## config.mk

```make
export PLATFORM = sky130hd
export DESIGN_NAME = lut_layer_sched_flat
export DESIGN_NICKNAME = d
export VERILOG_FILES = /design/src/rtl/lut_layer_sched_if.sv /design/src/rtl/lut_layer_sched.sv /design/src/flat_wrapper.sv
export SDC_FILE = /design/constraint.sdc
export NUM_CORES = 1
export LEC_CHECK = 0
export CORE_AREA = 2 2 69 71
export DETAILED_ROUTE_END_ITERATION = 16
export DIE_AREA = 0 0 71 73
export GPL_TIMING_DRIVEN = 1
export HOLD_SLACK_MARGIN = 0.15
export PLACE_DENSITY = 0.77
export REMOVE_ABC_BUFFERS = 1
export SETUP_SLACK_MARGIN = 0.4
export SLEW_MARGIN = 0
export SYNTH_ARGS = -nofsm -noshare
export SYNTH_HDL_FRONTEND = slang
export SYNTH_SLANG_ARGS = --single-unit
```

## constraint.sdc

```tcl
create_clock -name clk -period 1.92 [get_ports clk]
set_input_delay 0.384 -clock clk [delete_from_list [all_inputs] [get_ports clk]]
set_output_delay 0.384 -clock clk [all_outputs]
set_load 0.05 [all_outputs]
```

## src/rtl/lut_layer_sched_if.sv

```systemverilog
// Handshake and truth-table memory bus of the LUT layer scheduler.
// master: the scheduler block. slave: the surrounding layer registers and memory.
interface lut_layer_sched_if #(
  parameter int NUM_NEURONS = 16,
  parameter int FAN_IN      = 8,
  parameter int IN_BITS     = 64
);
  localparam int AW = $clog2(NUM_NEURONS) + FAN_IN;

  logic                   in_valid;
  logic                   in_ready;
  logic [IN_BITS-1:0]     in_vec;
  logic                   mem_req;
  logic [AW-1:0]          mem_addr;
  logic                   mem_rdata;
  logic                   out_valid;
  logic                   out_ready;
  logic [NUM_NEURONS-1:0] out_vec;
  logic                   busy;

  modport master (
    input  in_valid, in_vec, mem_rdata, out_ready,
    output in_ready, mem_req, mem_addr, out_valid, out_vec, busy
  );

  modport slave (
    output in_valid, in_vec, mem_rdata, out_ready,
    input  in_ready, mem_req, mem_addr, out_valid, out_vec, busy
  );
endinterface

```

## src/rtl/lut_layer_sched.sv

```systemverilog
// One layer of LUT neurons evaluated sequentially through a shared truth-table
// memory: latch a vector, issue {neuron, gathered fan-in bits} once per cycle,
// collect the 1-bit results into out_vec and hold them until accepted.
// Optional build macro LUTSCHED_STATS_EN adds saturating vector/stall counters.
module lut_layer_sched #(
  parameter int NUM_NEURONS = 16,
  parameter int FAN_IN      = 8,
  parameter int IN_BITS     = 64,
  parameter int MEM_LAT     = 1,
  parameter logic [NUM_NEURONS*FAN_IN*$clog2(IN_BITS)-1:0] CONN_MAP = '0
) (
  input  logic                  clk,
  input  logic                  rst,
  lut_layer_sched_if.master     bus
`ifdef LUTSCHED_STATS_EN
  ,
  output logic [31:0]           stat_vectors,
  output logic [31:0]           stat_stall
`endif
);
  localparam int IW  = $clog2(IN_BITS);
  localparam int NIW = $clog2(NUM_NEURONS);
  localparam logic [NIW-1:0] LAST_IDX = NIW'(NUM_NEURONS - 1);

  typedef enum logic [1:0] {IDLE, RUN, DRAIN, DONE} state_t;

  state_t             state;
  logic [IN_BITS-1:0] vec;
  logic [NIW-1:0]     idx;
  logic [NIW-1:0]     idx_next;
  logic               tag_vld_p [MEM_LAT];
  logic [NIW-1:0]     tag_idx_p [MEM_LAT];
  logic               last_tag;

  // Pull neuron n's fan-in bits out of the activation vector; k=0 is the LSB.
  function automatic logic [FAN_IN-1:0] gather(input logic [IN_BITS-1:0] v,
                                               input logic [NIW-1:0] n);
    logic [FAN_IN-1:0] g;
    int e;
    g = '0;
    for (int k = 0; k < FAN_IN; k++) begin
      e    = (int'(n) * FAN_IN + k) * IW;
      g[k] = v[CONN_MAP[e +: IW]];
    end
    return g;
  endfunction

  assign idx_next = idx + NIW'(1);
  // The final neuron's read leaving the tag pipe marks the end of DRAIN.
  assign last_tag = tag_vld_p[MEM_LAT-1] && (tag_idx_p[MEM_LAT-1] == LAST_IDX);

  // Control FSM, address issue, tag pipe and result collection.
  always_ff @(posedge clk) begin
    if (rst) begin
      state         <= IDLE;
      bus.in_ready  <= 1'b1;
      bus.out_valid <= 1'b0;
      bus.mem_req   <= 1'b0;
      bus.mem_addr  <= '0;
      bus.out_vec   <= '0;
      bus.busy      <= 1'b0;
      vec           <= '0;
      idx           <= '0;
      for (int i = 0; i < MEM_LAT; i++) begin
        tag_vld_p[i] <= 1'b0;
        tag_idx_p[i] <= '0;
      end
    end else begin
      // tag stage 0 follows the address register; each stage adds one cycle
      tag_vld_p[0] <= bus.mem_req;
      tag_idx_p[0] <= idx;
      for (int i = 1; i < MEM_LAT; i++) begin
        tag_vld_p[i] <= tag_vld_p[i-1];
        tag_idx_p[i] <= tag_idx_p[i-1];
      end
      if (tag_vld_p[MEM_LAT-1]) begin
        bus.out_vec[tag_idx_p[MEM_LAT-1]] <= bus.mem_rdata;
      end

      case (state)
        IDLE: begin
          if (bus.in_valid) begin
            // neuron 0 is issued straight from the incoming vector
            vec          <= bus.in_vec;
            bus.out_vec  <= '0;
            idx          <= '0;
            bus.mem_req  <= 1'b1;
            bus.mem_addr <= {NIW'(0), gather(bus.in_vec, NIW'(0))};
            bus.in_ready <= 1'b0;
            bus.busy     <= 1'b1;
            state        <= RUN;
          end
        end
        RUN: begin
          if (idx == LAST_IDX) begin
            bus.mem_req <= 1'b0;
            state       <= DRAIN;
          end else begin
            idx          <= idx_next;
            bus.mem_addr <= {idx_next, gather(vec, idx_next)};
          end
        end
        DRAIN: begin
          if (last_tag) begin
            bus.out_valid <= 1'b1;
            state         <= DONE;
          end
        end
        DONE: begin
          if (bus.out_ready) begin
            bus.out_valid <= 1'b0;
            bus.in_ready  <= 1'b1;
            bus.busy      <= 1'b0;
            state         <= IDLE;
          end
        end
        default: state <= IDLE;
      endcase
    end
  end

`ifdef LUTSCHED_STATS_EN
  // Counters stick at all-ones instead of wrapping.
  function automatic logic [31:0] sat_inc(input logic [31:0] c);
    return (c == 32'hFFFF_FFFF) ? c : c + 32'd1;
  endfunction

  // Count delivered vectors and cycles the result waits on downstream.
  always_ff @(posedge clk) begin
    if (rst) begin
      stat_vectors <= '0;
      stat_stall   <= '0;
    end else if (state == DONE) begin
      if (bus.out_ready) begin
        stat_vectors <= sat_inc(stat_vectors);
      end else begin
        stat_stall <= sat_inc(stat_stall);
      end
    end
  end
`endif
endmodule

```

## src/flat_wrapper.sv

```systemverilog
// flat-port wrapper written by rule: the top's interface ports become plain ports
module lut_layer_sched_flat 
#(
  parameter int NUM_NEURONS = 16,
  parameter int FAN_IN      = 8,
  parameter int IN_BITS     = 64,
  parameter int MEM_LAT     = 1,
  parameter logic [NUM_NEURONS*FAN_IN*$clog2(IN_BITS)-1:0] CONN_MAP = '0
)
  (clk, rst, bus_in_valid, bus_in_vec, bus_mem_rdata, bus_out_ready, bus_in_ready, bus_mem_req, bus_mem_addr, bus_out_valid, bus_out_vec, bus_busy);
  lut_layer_sched_if #(.NUM_NEURONS(NUM_NEURONS), .FAN_IN(FAN_IN), .IN_BITS(IN_BITS)) bus_i ();
  input  logic clk;
  input  logic rst;
  input wire logic [$bits(bus_i.in_valid)-1:0] bus_in_valid;
  input wire logic [$bits(bus_i.in_vec)-1:0] bus_in_vec;
  input wire logic [$bits(bus_i.mem_rdata)-1:0] bus_mem_rdata;
  input wire logic [$bits(bus_i.out_ready)-1:0] bus_out_ready;
  output wire logic [$bits(bus_i.in_ready)-1:0] bus_in_ready;
  output wire logic [$bits(bus_i.mem_req)-1:0] bus_mem_req;
  output wire logic [$bits(bus_i.mem_addr)-1:0] bus_mem_addr;
  output wire logic [$bits(bus_i.out_valid)-1:0] bus_out_valid;
  output wire logic [$bits(bus_i.out_vec)-1:0] bus_out_vec;
  output wire logic [$bits(bus_i.busy)-1:0] bus_busy;
  assign bus_i.in_valid = bus_in_valid;
  assign bus_i.in_vec = bus_in_vec;
  assign bus_i.mem_rdata = bus_mem_rdata;
  assign bus_i.out_ready = bus_out_ready;
  assign bus_in_ready = bus_i.in_ready;
  assign bus_mem_req = bus_i.mem_req;
  assign bus_mem_addr = bus_i.mem_addr;
  assign bus_out_valid = bus_i.out_valid;
  assign bus_out_vec = bus_i.out_vec;
  assign bus_busy = bus_i.busy;
  lut_layer_sched #(.NUM_NEURONS(NUM_NEURONS), .FAN_IN(FAN_IN), .IN_BITS(IN_BITS), .MEM_LAT(MEM_LAT), .CONN_MAP(CONN_MAP)) u_core (.clk(clk), .rst(rst), .bus(bus_i));
endmodule
```

==> results, run 1 <==
- The count of nets left with antenna violations once routing finished came out at 0.
- The first global-routing pass estimated about 5.5 mm of wire.
- The total congestion overflow is 0.
- Entering global routing, the biggest net connects 17 pins.
- The startpoint identified for the worst hold timing path is u_core.bus.out_vec[0].
- The portion of netlist area occupied by mux cells is 0.0611.
- The clock tree synthesis step divided the H-tree into 2 levels.
- Of the total synthesized cell area, the portion taken by XOR and XNOR cells is 0.0117.
- The standard cell core area is 0.00454 mm2.
- The final worst setup slack is between 0.4 and 0.5 ns.
- The synthesized-area fraction occupied by ao, oa, aoi and oai cells is 0.155.
- The count of maximum capacitance violations is 0.
- The classification of the worst-slack hold path is reg2reg.
- Static timing analysis puts the maximum clock frequency at 691 MHz.
- The proportion of power drawn by combinational gates is 0.467.
- In the synthesized netlist the dominant register cell turns out to be sky130_fd_sc_hd__dfxtp_1.
- The CTS root buffer is sky130_fd_sc_hd__clkbuf_8.
- The critical path class is reg2reg.
- The area of the die is just over 0.005 mm2.
- The worst setup path is captured at a register.
- The count of state elements after synthesis is 33.
- The relative area change from synthesis to final layout is 35.1%.
- On the critical path, the stage with the largest delay is an instance of sky130_fd_sc_hd__dfxtp_4.
- The first detailed-routing pass ran for 4 iterations.
- The TritonCTS clock tree is yes.
- For this run, design rule violations remaining after detail routing come to 0.
- The starting DRC count in detailed routing is between 70 and 80.
- In this run the horizontal extent of the chip is 71 um.
- Detailed placement ended at an HPWL of between 2 and 2.5 mm.
- The cell taking the most area after synthesis is sky130_fd_sc_hd__dfxtp_1.
- The via count of the routed design is 1346.
- The count of standard-cell rows is 25.
- Setup repair after global routing could not meet its margin everywhere.
- The origin of the critical flop-to-flop path is u_core.state[0].
- The CTS clock-pin slew for the worst setup and hold paths is 0.07 ns.
- The worst max-slew margin expressed relative to the limit is 0.637.
- The total placed cells including tap cells is 260.
- Of the total synthesized cell area, the portion taken by AND, OR, NAND and NOR gates is 0.219.
- Yosys mapped the design onto 32 distinct sky130hd cell types.
- The via count normalized by instance count is around 5.
- The worst endpoint required time is around 2.1 ns.
- The highest cell delay on the worst timing path is ~0.38 ns.
- Synthesis produced ~180 cells.
- The number of buffers inserted by port buffering is 37.
- The latest clock arrival within the worst-skew pair is 0.29 ns.
- Each instance of the synthesized netlist takes up on average approximately 8.5 um2.
- The congestion estimate from routability-driven global placement came to approximately 0.84.
- The sort of element at the start of the critical path is a register.
- The pin slew with the least headroom to its limit is between 0.5 and 0.6 ns.
- The worst setup path startpoint is u_core.state[0].
- The power share of the clock group is 0.194.
- The clock period could shrink to around 1.4 ns.
- Yosys attributes the largest share of cell area to sky130_fd_sc_hd__dfxtp_1 44%, sky130_fd_sc_hd__a21oi_1 7.0%, sky130_fd_sc_hd__mux2i_1 5.4%, sky130_fd_sc_hd__nor2_1 5.3%, sky130_fd_sc_hd__ha_1 5.0%.
- The initial antenna violation count is 0.
- The worst-case vdd ir drop is approximately 1300 uV.
- 0 antenna diodes ended up in the layout.
- The count of clock tree sinks is 33.
- The core occupancy in the finished layout is 0.445.
- Of the synthesized area, sequential elements account for 0.442.
- For this run, the number of Yosys warnings is 0.
- The final standard cell count with taps included and fillers excluded is 272.
- The flow ran to the end, and the final reports show no timing, DRC or antenna violations.
- The part of the cycle the worst path needs is 0.754.
- The critical path goes through inv_2, ha_4, a222oi_1, buf_4, a21oi_1, a211oi_2.
- Prior to clock tree synthesis, the placed netlist has a worst setup slack of just under 0.09 ns.
- The critical path contains buffers and inverters numbering 2 combined.
- The fraction of layout cells with a size suffix above 1 is 0.298.
- The worst clock skew is between 0.003 and 0.004 ns.
- Of the total power, registers draw 0.339.
- The final routed wire length divided by cell count is between 10 and 15 um.
- The final number of max-transition violations is 0.
- Setup total negative slack on the finished layout was measured at 0 ns.
- By area, the combinational part of the netlist is dominated by simple AND/OR/NAND/NOR gates.
- The number of buffers created by CTS is 5.
- Counting flops with an async set or reset pin after synthesis yields a share of 0.
- For this design the static power due to leakage is 0.000795 uW.
- Of the post-synthesis cell area, the dominant cell type holds 0.442.
- The final count of hold timing violations came to 0.
- The total wire length after detailed routing is between 3 and 4 mm.
- Summed over all nets, the switching power comes to 1090 uW.
- For this configuration, the core starts out at a cell density of 0.330.
- The adder-cell share of the synthesized area is 0.0502.
- The total global-route track usage is 0.136.
- The boundary pin count is around 100.
- In this run, synthesis inferred 0 flip-flops with an integrated enable.
- The category of cells accounting for the largest share of critical-path delay is compound AO/OA/AOI/OAI gates.
- The vertical die dimension is around 73 um.
- The via count of the first global-routing pass is between 1000 and 1500.
- The internal power of the cells totals between 1000 and 1500 uW.
- The total power divided by cell area is between 1000 and 1500 mW/mm2.
- The endpoint arrival time on the critical path is 1.65 ns.
- In this run, post-CTS hold repair placed 0 buffers.
- The netlist area before placement is between 0.001 and 0.0015 mm2.
- The maximum buffer depth of the clock tree is 2.
- The switching power share of the total is 0.424.
- The net count of the finished layout is between 200 and 300.
- The largest fanout of any net on the critical path is 6.
- Setup violations remaining at the end of the flow were counted as 0.
==> power groups by stage <==
stage	clock network, uW	registers (uW)	logic (uW)
final	502	875	1210
after global routing	548	889	1290
after global placement	0	856	1040
after floorplan	0	1200	352
after detailed placement	0	860	1050
after CTS	522	849	1090
==> per-stage QoR <==
step,hold slack (ns),total power [uW],instance area [um2]
final,0.458,2580,2020
after floorplan,0.430,1550,1420
after global placement,0.441,1900,1880
after detailed placement,0.452,1910,1880
after CTS,0.462,2460,2000
after global routing,0.471,2730,2020
==> synthesized netlist by cell type (all sizes together), types with 2 or more instances <==
cell,count
inv,5
xor2,2
nor2,21
nand4,2
nand3,6
nand2,18
ha,6
a21oi,21
nor2b,5
a311oi,2
nor3,3
mux2i,8
clkbuf,4
nand3b,3
and3,2
buf,8
nand2b,5
o21bai,2
dfxtp,33
o21ai,9
==> tightest hold or removal path, stage by stage (launching register included) <==
cell and delay (ns):
sky130_fd_sc_hd__dfxtp_1 0.31, sky130_fd_sc_hd__nand2_1 0.05, sky130_fd_sc_hd__a21oi_1 0.05
==> cell usage in the layout (no fill, tap or decap), types with 2 or more instances in the layout <==
| master | count |
|---|---|
| sky130_fd_sc_hd__dfxtp_1 | 29 |
| sky130_fd_sc_hd__buf_4 | 24 |
| sky130_fd_sc_hd__a21oi_1 | 21 |
| sky130_fd_sc_hd__nor2_1 | 21 |
| sky130_fd_sc_hd__nand2_1 | 18 |
| sky130_fd_sc_hd__clkbuf_2 | 12 |
| sky130_fd_sc_hd__mux2i_1 | 8 |
| sky130_fd_sc_hd__o21ai_0 | 8 |
| sky130_fd_sc_hd__nor2b_1 | 5 |
| sky130_fd_sc_hd__nand3_1 | 5 |
| sky130_fd_sc_hd__nand2b_1 | 5 |
| sky130_fd_sc_hd__clkbuf_8 | 5 |
| sky130_fd_sc_hd__clkdlybuf4s15_2 | 5 |
| sky130_fd_sc_hd__clkdlybuf4s50_1 | 4 |
| sky130_fd_sc_hd__inv_2 | 3 |
| sky130_fd_sc_hd__nand3b_1 | 3 |
| sky130_fd_sc_hd__nor3_1 | 3 |
| sky130_fd_sc_hd__ha_4 | 3 |
| sky130_fd_sc_hd__ha_1 | 3 |
| sky130_fd_sc_hd__inv_1 | 2 |
| sky130_fd_sc_hd__o21bai_1 | 2 |
| sky130_fd_sc_hd__nand4_1 | 2 |
| sky130_fd_sc_hd__xor2_1 | 2 |
| sky130_fd_sc_hd__a311oi_1 | 2 |
| sky130_fd_sc_hd__and3_1 | 2 |
| sky130_fd_sc_hd__clkinv_2 | 2 |
| sky130_fd_sc_hd__dfxtp_2 | 2 |
| sky130_fd_sc_hd__dfxtp_4 | 2 |
==> area by class of cell <==
cell class,count,area (um2)
Clock inverter,2,10.0
Fill cell,428,2520
Inverter,5,18.8
Tap cell,54,67.6
Clock buffer,6,72.6
Sequential cell,33,671
Multi-Input combinational cell,125,811
Timing Repair Buffer,47,369
==> registers in the layout (all words and copies together) (netlist names) <==
register              flops
u_core.bus.in_ready       1
u_core.bus.out_valid      1
u_core.tag_idx_p          4
u_core.bus.mem_addr       1
u_core.bus.out_vec       16
u_core.bus.busy           1
u_core.idx                4
u_core.vec                1
u_core.state              2
u_core.tag_vld_p          1
u_core.bus.mem_req        1
==> final timing paths <==
kind | to | slack [ns] | depth (start not counted)
worst max-delay path | u_core.state[0] | 0.47 | 6
worst max register to register | u_core.state[0] | 0.47 | 6
worst min-delay path | u_core.bus.out_vec[0] | 0.46 | 2
worst min register to register | u_core.bus.out_vec[0] | 0.46 | 2
==> logic make-up after synthesis <==
group,after synthesis
adders and majority gates,6
AOI/OAI and AO/OA,40
and+or+nand+nor,68
DFF,33
muxes,9
buffers and inverters,17
xor gates and xnor gates,2
==> routing by layer <==
metal	wire length, um	global-route usage	vias up
met4	91	0.0901	0
met1	1500	0.158	600
li1	-	-	687
met5	0	0	-
met3	233	0.0401	9
met2	1460	0.219	50
==> timing repair <==
| action | in CTS | in global routing |
|---|---|---|
| setup endpoints to repair | 24 | 23 |
| resized for setup | 45 | 28 |
| pin swaps | 2 | 1 |
| setup buffers | 1 | 3 |
| endpoints found under the hold margin | 0 | 0 |
(Power assumes the default switching activity.)
==> run 2: changes to the inputs <==
==> constraint.sdc (replaced) <==
create_clock -name clk -period 1.4 [get_ports clk]
set_input_delay 0.28 -clock clk [delete_from_list [all_inputs] [get_ports clk]]
set_output_delay 0.28 -clock clk [all_outputs]
set_load 0.05 [all_outputs]
==> run 2 against run 1 <==
  * The flow now finishes with violations (setup timing)
  * Worst setup slack lost 0.59 ns
  * Total power up 100%
  * Critical path depth up 1
  * Via count increased by 23%
  * First-iteration DRC count grew 10%
  * Die area stayed put
  * Fmax fell by 4.7%
  * Cell area up 60%
  * Sequential power up 42%
  * Combinational power rose by 150%
  * Non-clock buffer count up 42
  * Flip-flop and latch count unchanged
==> results, run 2 (synthesized netlist as in run 1, its figures left out) <==
- The run finished, with violations left.
- The checks that failed: setup timing.
- The largest fanout of any net on the critical path is 6 (unchanged).
- The leakage power is 0.00122 uW (+54%).
- The final number of max-transition violations is 0 (unchanged).
- The register area was 716 um2 (+6.7%).
- The pin slew with the least headroom to its limit is 0.272 ns (-0.270 ns).
- The number of buffers inserted by port buffering came to 37 (unchanged).
- The fraction of layout cells with a size suffix above 1 is 0.696 (+0.398).
- The largest register by flop count is u_core.bus.out_vec.
- The power after layout is 5200 uW (+100%).
- The vertical die dimension is 73 um (unchanged).
- The count of maximum capacitance violations was 0 (unchanged).
- The count of fill cells added during filler insertion is 285 (-33%).
- The worst endpoint required time is 1.57 ns (-0.56 ns).
- The worst-case vdd ir drop came to 1400 uV (+12%).
- The largest registers in the layout are u_core.bus.out_vec (16), u_core.idx (4), u_core.tag_idx_p (4).
- The flip-flop count of the largest register, all copies and words added was 16 (unchanged).
- The total power divided by cell area was 1610 mW/mm2 (+26%).
- The H-tree level count was 2 (unchanged).
- The CTS clock-pin slew for the worst setup and hold paths came to 0.07 ns (about the same).
- The final count of hold timing violations is 0 (unchanged).
- The via count of the routed design is 1656 (+23%).
- The endpoint arrival time on the critical path is 1.69 ns (+0.04 ns).
- The area of the die is 0.00518 mm2 (unchanged).
- The critical path class is reg2reg.
- The starting DRC count in detailed routing is 86 (+10%).
- The residual DRC count came to 0 (unchanged).
- The count of standard-cell rows was 25 (unchanged).
- The via count normalized by instance count is 5.27 (+6.6%).
- The initial standard-cell utilization of the core was 0.330 (unchanged).
- The peak clock frequency supported by timing is 659 MHz (-4.7%).
- Setup repair after global routing could not meet its margin everywhere.
- The maximum number of pins on one net before global-route repair is 17 (unchanged).
- The part of the cycle the worst path needs was 1.08 (+0.331).
- The initial antenna violation count is 0 (unchanged).
- The last weighted congestion value of the routability-driven placer is 0.829 (-1.3%).
- The number of buffers created by CTS is 5 (unchanged).
- The worst setup slack after placement is -0.307 ns (-0.396 ns).
- The number of nets in the finished design is 334 (+14%).
- The depth of the worst register-to-register path is 7 (+1).
- The worst clock skew is 0.00215 ns (-0.00141 ns).
- The first-pass iteration count of the detailed router is 4 (unchanged).
- The wire length of the first global-routing pass came to 7.33 mm (+33%).
- The endpoint kind of the worst setup timing path is a register.
- The x dimension of the die is 71 um (unchanged).
- The maximum buffer depth of the clock tree is 2 (unchanged).
- The sort of element at the start of the critical path is a register.
- The final setup violation count is 7 (+7).
- The multi-input logic area is 0.00108 mm2 (+33%).
- The total congestion overflow came to 0 (unchanged).
- TritonCTS built the clock tree.
- The total inserted antenna cells came to 0 (unchanged).
- The count of nets left with antenna violations after detail routing is 0 (unchanged).
- The count of clock tree sinks is 33 (unchanged).
- The half-perimeter wire length after placement came to 2.73 mm (+23%).
- The classification of the worst-slack hold path is reg2reg.
- The total wire length after detailed routing is 5.15 mm (+57%).
- The via count of the first global-routing pass is 1569 (+25%).
- The most common cell after layout, fill and taps aside is sky130_fd_sc_hd__buf_12.
- The total global-route track usage is 0.186 (+0.0497).
- In the layout the commonest cells are 36 x sky130_fd_sc_hd__buf_12, 33 x sky130_fd_sc_hd__buf_4, 23 x sky130_fd_sc_hd__dfxtp_2, 19 x sky130_fd_sc_hd__a21oi_2, 15 x sky130_fd_sc_hd__nor2_1.
- The number of cells on the worst hold path is 2 (unchanged).
- The standard cell core area is 0.00454 mm2 (unchanged).
- The boundary pin count was 101 (unchanged).
- The latest clock arrival within the worst-skew pair is 0.29 ns (about the same).
- The worst max-slew margin expressed relative to the limit came to 0.814 (+0.176).
- From synthesis to final layout, the design area changed by 116%.
- The hold-fix buffer count after cts was 0 (unchanged).
- The clock period minus worst slack came to 1.52 ns (+0.0712 ns).
- The final worst setup slack came to -0.118 ns (-0.591 ns).
- The final routed wire length divided by cell count was 16.4 um (+36%).
- The tree is rooted in a sky130_fd_sc_hd__clkbuf_8.
==> run 2: routing by layer <==
metal  vias to the layer above  routed length (um)  track usage
met5                         -                   0            0
met4                         0                 204       0.0881
met3                        20                 315       0.0580
met2                        66                2790        0.346
met1                       805                1840        0.190
li1                        765                   -            -
==> run 2: critical path, stage by stage (launching register included) <==
cell and delay, ns:
sky130_fd_sc_hd__dfxtp_4 0.39, sky130_fd_sc_hd__inv_4 0.04, sky130_fd_sc_hd__ha_4 0.16, sky130_fd_sc_hd__buf_4 0.14, sky130_fd_sc_hd__mux2_4 0.35, sky130_fd_sc_hd__nand2_4 0.10, sky130_fd_sc_hd__xor2_2 0.15, sky130_fd_sc_hd__nor2_1 0.06
==> run 2: cell type report <==
class | instances | share of cell area
clock inverter | 1 | 0.00932
tap | 54 | 0.0210
timing repair buffer | 89 | 0.379
inverter | 5 | 0.00738
clock buffer | 7 | 0.0268
multi-input combinational | 125 | 0.334
sequential | 33 | 0.222
==> run 2: what timing repair did <==
item / CTS / global route
endpoints found under the hold margin: 0 / 0
setup endpoints to repair: 60 / 64
gates resized for setup: 78 / 58
pin swaps: 16 / 23
gates cloned: 2 / 0
buffers inserted: 12 / 10
==> run 2: per-stage QoR <==
step / hold slack (ns) / utilization / TNS, ns / cell area, um2 / std cells
after floorplan: 0.349 / - / -17.43 / 1420 / 163
after global placement: 0.444 / 0.533 / -2.89 / 2420 / 282
after detailed placement: 0.456 / 0.533 / -3.63 / 2420 / 282
after CTS: 0.465 / 0.644 / 0 / 2920 / 304
after global routing: 0.500 / 0.711 / -0.858 / 3220 / 314
final: 0.493 / 0.711 / -0.420 / 3220 / 314
==> run 2: power by group <==
group | total (uW) | internal (uW) | switching [uW] | leakage, uW
clock | 931 | 580 | 351 | 0.0000585
sequential | 1240 | 1090 | 155 | 0.000283
combinational | 3020 | 1540 | 1480 | 0.000879
total | 5200 | 3210 | 1990 | 0.00122
==> run 2: worst paths after layout <==
check,start,end,slack [ns]
worst min register to register,u_core.bus.out_valid,u_core.bus.out_valid,0.49
worst min-delay path,u_core.bus.out_valid,u_core.bus.out_valid,0.49
worst max register to register,u_core.state[0],u_core.idx[0],-0.12
worst max-delay path,u_core.state[0],u_core.idx[0],-0.12
==> variant 1: new RTL, settings of run 2 <==
`IN_BITS` is set to 64 in 3 places; all go to 32.
--- a/src/rtl/lut_layer_sched_if.sv
+++ b/src/rtl/lut_layer_sched_if.sv
@@ -4,5 +4,5 @@
   parameter int NUM_NEURONS = 16,
   parameter int FAN_IN      = 8,
-  parameter int IN_BITS     = 64
+  parameter int IN_BITS     = 32
 );
   localparam int AW = $clog2(NUM_NEURONS) + FAN_IN;
--- a/src/rtl/lut_layer_sched.sv
+++ b/src/rtl/lut_layer_sched.sv
@@ -6,5 +6,5 @@
   parameter int NUM_NEURONS = 16,
   parameter int FAN_IN      = 8,
-  parameter int IN_BITS     = 64,
+  parameter int IN_BITS     = 32,
   parameter int MEM_LAT     = 1,
   parameter logic [NUM_NEURONS*FAN_IN*$clog2(IN_BITS)-1:0] CONN_MAP = '0
--- a/src/flat_wrapper.sv
+++ b/src/flat_wrapper.sv
@@ -4,5 +4,5 @@
   parameter int NUM_NEURONS = 16,
   parameter int FAN_IN      = 8,
-  parameter int IN_BITS     = 64,
+  parameter int IN_BITS     = 32,
   parameter int MEM_LAT     = 1,
   parameter logic [NUM_NEURONS*FAN_IN*$clog2(IN_BITS)-1:0] CONN_MAP = '0
Ports: changed (resized bus_in_vec); port bits go from 101 to 69. The function was not compared with the original's and may differ.
==> variant 1 against run 2 <==
- non-clock buffer count fell by 6
- routed wire length shrank 6.1%
- via count decreased by 5.4%
- utilization decreased by 1.9 points
- sequential cell count did not move
- clock skew is 0.0011 ns higher
- worst setup slack improved by 0.12 ns
- power grew 1.5%
- design area down 2.6%
- hold slack improved by 0.010 ns
- critical path depth fell by 1
- synthesized area up 0.67%
==> variant 1: results (changes against run 2) <==
[hold_path]
min_from = u_core.bus.out_vec[0]  ; was u_core.bus.out_valid

[synthesis]
ys_types = 31  ; was 32
synth_area_per_cell_um2 = 8.50  ; was 8.54 um^2

[layout]
fin_cells = 307  ; was 314
inv_count = 6  ; was 5
area_growth_pct = 108  ; was 116%
clkCellAreaFrac = 0.0427  ; was 0.0361
fin_util = 0.692  ; was 0.711
largestRegisters = u_core.bus.out_vec x16, u_core.tag_idx_p x4, u_core.idx x3  ; was u_core.bus.out_vec x16, u_core.idx x4, u_core.tag_idx_p x4
seq_area_frac = 0.226  ; was 0.222
nNonClkBuffers = 83  ; was 89
fillers = 283  ; was 285
nets = 294  ; was 334
design.seq.count = 33  ; unchanged
buf_share = 0.374  ; was 0.379
multi_input_gates = 123  ; was 125
multi_input_area_um2 = 1030  ; was 1080 um^2
drive_gt1_frac = 0.660  ; was 0.696

[placement]
pre_cts_ws_ns = -0.255  ; was -0.307 ns
place_area_um2 = 2420  ; about the same

[power_and_ir_drop]
peakVddDrop_uv = 1330  ; was 1400 uV
p_per_area_nw_per_um2 = 1680  ; was 1610 nW/um^2

[route]
met3_wirelength_um = 240  ; was 315 um
wl_met2_um = 2780  ; was 2790 um
drt_iter0_drc = 57  ; was 86
wl_per_cell_um = 15.7  ; was 16.4 um

[global_routing]
grt_pass1_vias = 1612  ; was 1569
grt_pass1_wl_um = 7360  ; was 7330 um
track_usage = 0.181  ; was 0.186
grt_util_met2 = 0.343  ; was 0.346

[worst_setup_path]
crit_fanout = 4  ; was 6
crit_family = compound AO/OA/AOI/OAI gates  ; was flip-flops
worstPathArrival_ns = 1.61  ; was 1.69 ns

[clock_tree]
cts_setup_buffers = 8  ; was 12
ctsResizeCount = 76  ; was 78

[timing]
skew_ns = 0.00329  ; was 0.00215 ns
worstMarginPinSlew_ns = 0.445  ; was 0.272 ns

[status]
status = complete, no violations  ; was finished, violations left

[variant 1: path summary, 6_finish.rpt]
check | slack [ns] | to | cells after the start
setup / recovery | 0.002 | u_core.state[0] | 6
hold / removal | 0.50 | u_core.bus.out_vec[0] | 2
setup reg to reg | 0.002 | u_core.state[0] | 6
hold reg to reg | 0.50 | u_core.bus.out_vec[0] | 2
[variant 1: cell families (layout without fill, tap and decap cells)]
kind of cell | Yosys count | after routing | share of synthesized area
XOR/XNOR | 2 | 2 | 0.0116
AO/OA/AOI/OAI | 38 | 38 | 0.147
adder cells (fa/ha/maj) | 5 | 5 | 0.0416
flip-flops | 33 | 33 | 0.439
buffers and inverters | 21 | 97 | 0.0731
multiplexers | 10 | 10 | 0.0673
AND/OR/NAND/NOR | 68 | 68 | 0.220
[variant 1: report_power, final]
part | switching [W] | internal, W
Clock | 0.000366 | 0.000707
Combinational | 0.00144 | 0.00153
Sequential | 0.000136 | 0.00109
==> variant 2: new RTL, config.mk and constraints of run 2 <==
Without the edit above. Re-encode `state_t` (4 states) as Gray code, 2 bits wide.
--- a/src/rtl/lut_layer_sched.sv
+++ b/src/rtl/lut_layer_sched.sv
@@ -23,5 +23,5 @@
   localparam logic [NIW-1:0] LAST_IDX = NIW'(NUM_NEURONS - 1);
 
-  typedef enum logic [1:0] {IDLE, RUN, DRAIN, DONE} state_t;
+  typedef enum logic [1:0] {IDLE = 2'b00, RUN = 2'b01, DRAIN = 2'b11, DONE = 2'b10} state_t;
 
   state_t             state;
Check against the original RTL: no difference found for any inputs over 4 cycles, from zero or initial values and one cycle with rst high; so few cycles prove little.
==> variant 2 against run 2 <==
- the flow still finishes with violations (negative setup slack)
- sequential share of layout area is 2.1 points higher
- die area stayed put
- routed wire length is 1.1% lower
- worst setup slack better by 0.085 ns
- synthesized area is 2.8% lower
- via count is 5.6% lower
- design area is 7.9% lower
- synthesized cell count is 4.6% lower
- sequential cell count stayed put
- cell count is 8.6% lower
Power is not compared: it rests on default switching activity, and its combinational part moved more than twofold at a synthesized area within 25%.
==> variant 2: results (changes against run 2) <==
[clock_tree]
clk-insertion-delay-late_ns = 0.29  ; about the same
cts_root_buffer = clkbuf_8  ; unchanged
clk_pin_slew_ns = 0.07  ; about the same
cts_sinks = 33  ; unchanged

[route]
vias_per_cell = 5.45  ; was 5.27
drt_iter0_drc = 120  ; was 86
wl_per_cell_um = 17.7  ; was 16.4 um
first_pass_iters = 4  ; unchanged

[global_routing]
grt_pass1_vias = 1646  ; was 1569
antenna_found_initial = 0  ; unchanged
grt_pass1_wl_um = 7830  ; was 7330 um
track_usage = 0.199  ; was 0.186

[layout]
multi_input_gates = 114  ; was 125
clkCellAreaFrac = 0.0291  ; was 0.0361
seq_area_um2 = 722  ; was 716 um^2
clkbuf_count = 7  ; unchanged
nets = 303  ; was 334
fin_cells = 287  ; was 314
seq_area_frac = 0.243  ; was 0.222
inv_count = 3  ; was 5
nNonClkBuffers = 76  ; was 89
buf_share = 0.401  ; was 0.379
fillers = 308  ; was 285
multi_input_area_um2 = 892  ; was 1080 um^2
largest_class = non-clock buffers  ; unchanged
drive_gt1_frac = 0.644  ; was 0.696

[placement]
dp.cells = 257  ; was 282
place_congestion = 0.903  ; was 0.829
pre_cts_ws_ns = -0.201  ; was -0.307 ns
hpwl_um = 2690  ; was 2730 um
place_area_um2 = 2260  ; was 2420 um^2
portBuffers = 37  ; unchanged

[timing]
tns_ns = -0.0331  ; was -0.420 ns
setup_viol = 1  ; was 7
fin_ws_ns = -0.0331  ; was -0.118 ns
skew_ns = 0.00244  ; was 0.00215 ns
max-slew-margin-rel = 0.730  ; was 0.814
whs_ns = 0.518  ; was 0.493 ns

[synthesis]
synth_commonest_cells = dfxtp_1, a21oi_1, o21ai_0  ; was dfxtp_1, a21oi_1, nor2_1
postSynthCellCount = 167  ; was 175
yosys-top-cells-area = dfxtp_1, a21oi_1, o21ai_0  ; was dfxtp_1, a21oi_1, mux2i_1
ys_types = 35  ; was 32
yosysSeqAreaShare = 0.454  ; was 0.442

[worst_setup_path]
r2r_cells = 4  ; was 7
worstPathArrival_ns = 1.64  ; was 1.69 ns
crit_fanout = 4  ; was 6

[power_and_ir_drop]
p_per_area_nw_per_um2 = 779
power.switching_w = 0.000644
peakVddDrop_uv = 582

[hold_path]
worstHoldPathType = reg -> reg  ; unchanged
hold_depth = 2  ; unchanged

[floorplanning]
taps = 54  ; unchanged

[status]
status = finished, violations left  ; unchanged
violations = negative setup slack  ; unchanged

[variant 2: cell count changes after synthesis, sizes merged, moves of 3 or more]
cell,before,now
o21ai,9,23
nand3,6,15
buf,8,12
ha,6,1
mux2i,8,2
nor2b,5,9
nor3,3,0
nor2,21,4
nand2,18,3
[variant 2: cells by family after synthesis]
group,after synthesis,share of synthesized area
AO/OA/AOI/OAI,57,0.218
AND/OR/NAND/NOR,54,0.223
flip-flops,33,0.454
buffers and inverters,20,0.0826
multiplexers,2,0.0138
adder cells (fa/ha/maj),1,0.00860
[variant 2: critical path, cell delays in order (launching register included)]
cell     delay, ns
dfxtp_2       0.34
ha_4          0.17
and4_4        0.16
or4_1         0.51
a21oi_1       0.17
[variant 2: what timing repair did]
item | 4_1_cts | 5_1_grt
pin swaps | 10 | 9
endpoints found under the hold margin | 0 | 0
setup buffers | 15 | 4
endpoints found under the setup margin | 59 | 59
cloned | 4 | 0
gates resized for setup | 80 | 32
[variant 2: power by group through the flow]
stage	logic (W)	clock network (W)	registers, W
2_1_floorplan	0.0000654	0	0.00112
6_report	0.000594	0.000733	0.000985
5_1_grt	0.000619	0.000770	0.000988
3_3_place_gp	0.000414	0	0.00101
3_5_place_dp	0.000419	0	0.00101
4_1_cts	0.000551	0.000743	0.000986
[variant 2: per-layer routing]
layer	vias to the layer above	share of wire	track usage
li1	729	-	-
met1	768	0.37	0.201
met2	60	0.56	0.362
met3	7	0.057	0.0663
met4	0	0.018	0.107
met5	-	0	0
[variant 2: worst paths after layout]
path | end | from
worst max register to register | u_core.idx[3] | u_core.idx[1]
worst max-delay path | u_core.idx[3] | u_core.idx[1]
worst min-delay path | u_core.bus.busy | u_core.bus.busy
worst min register to register | u_core.bus.busy | u_core.bus.busy
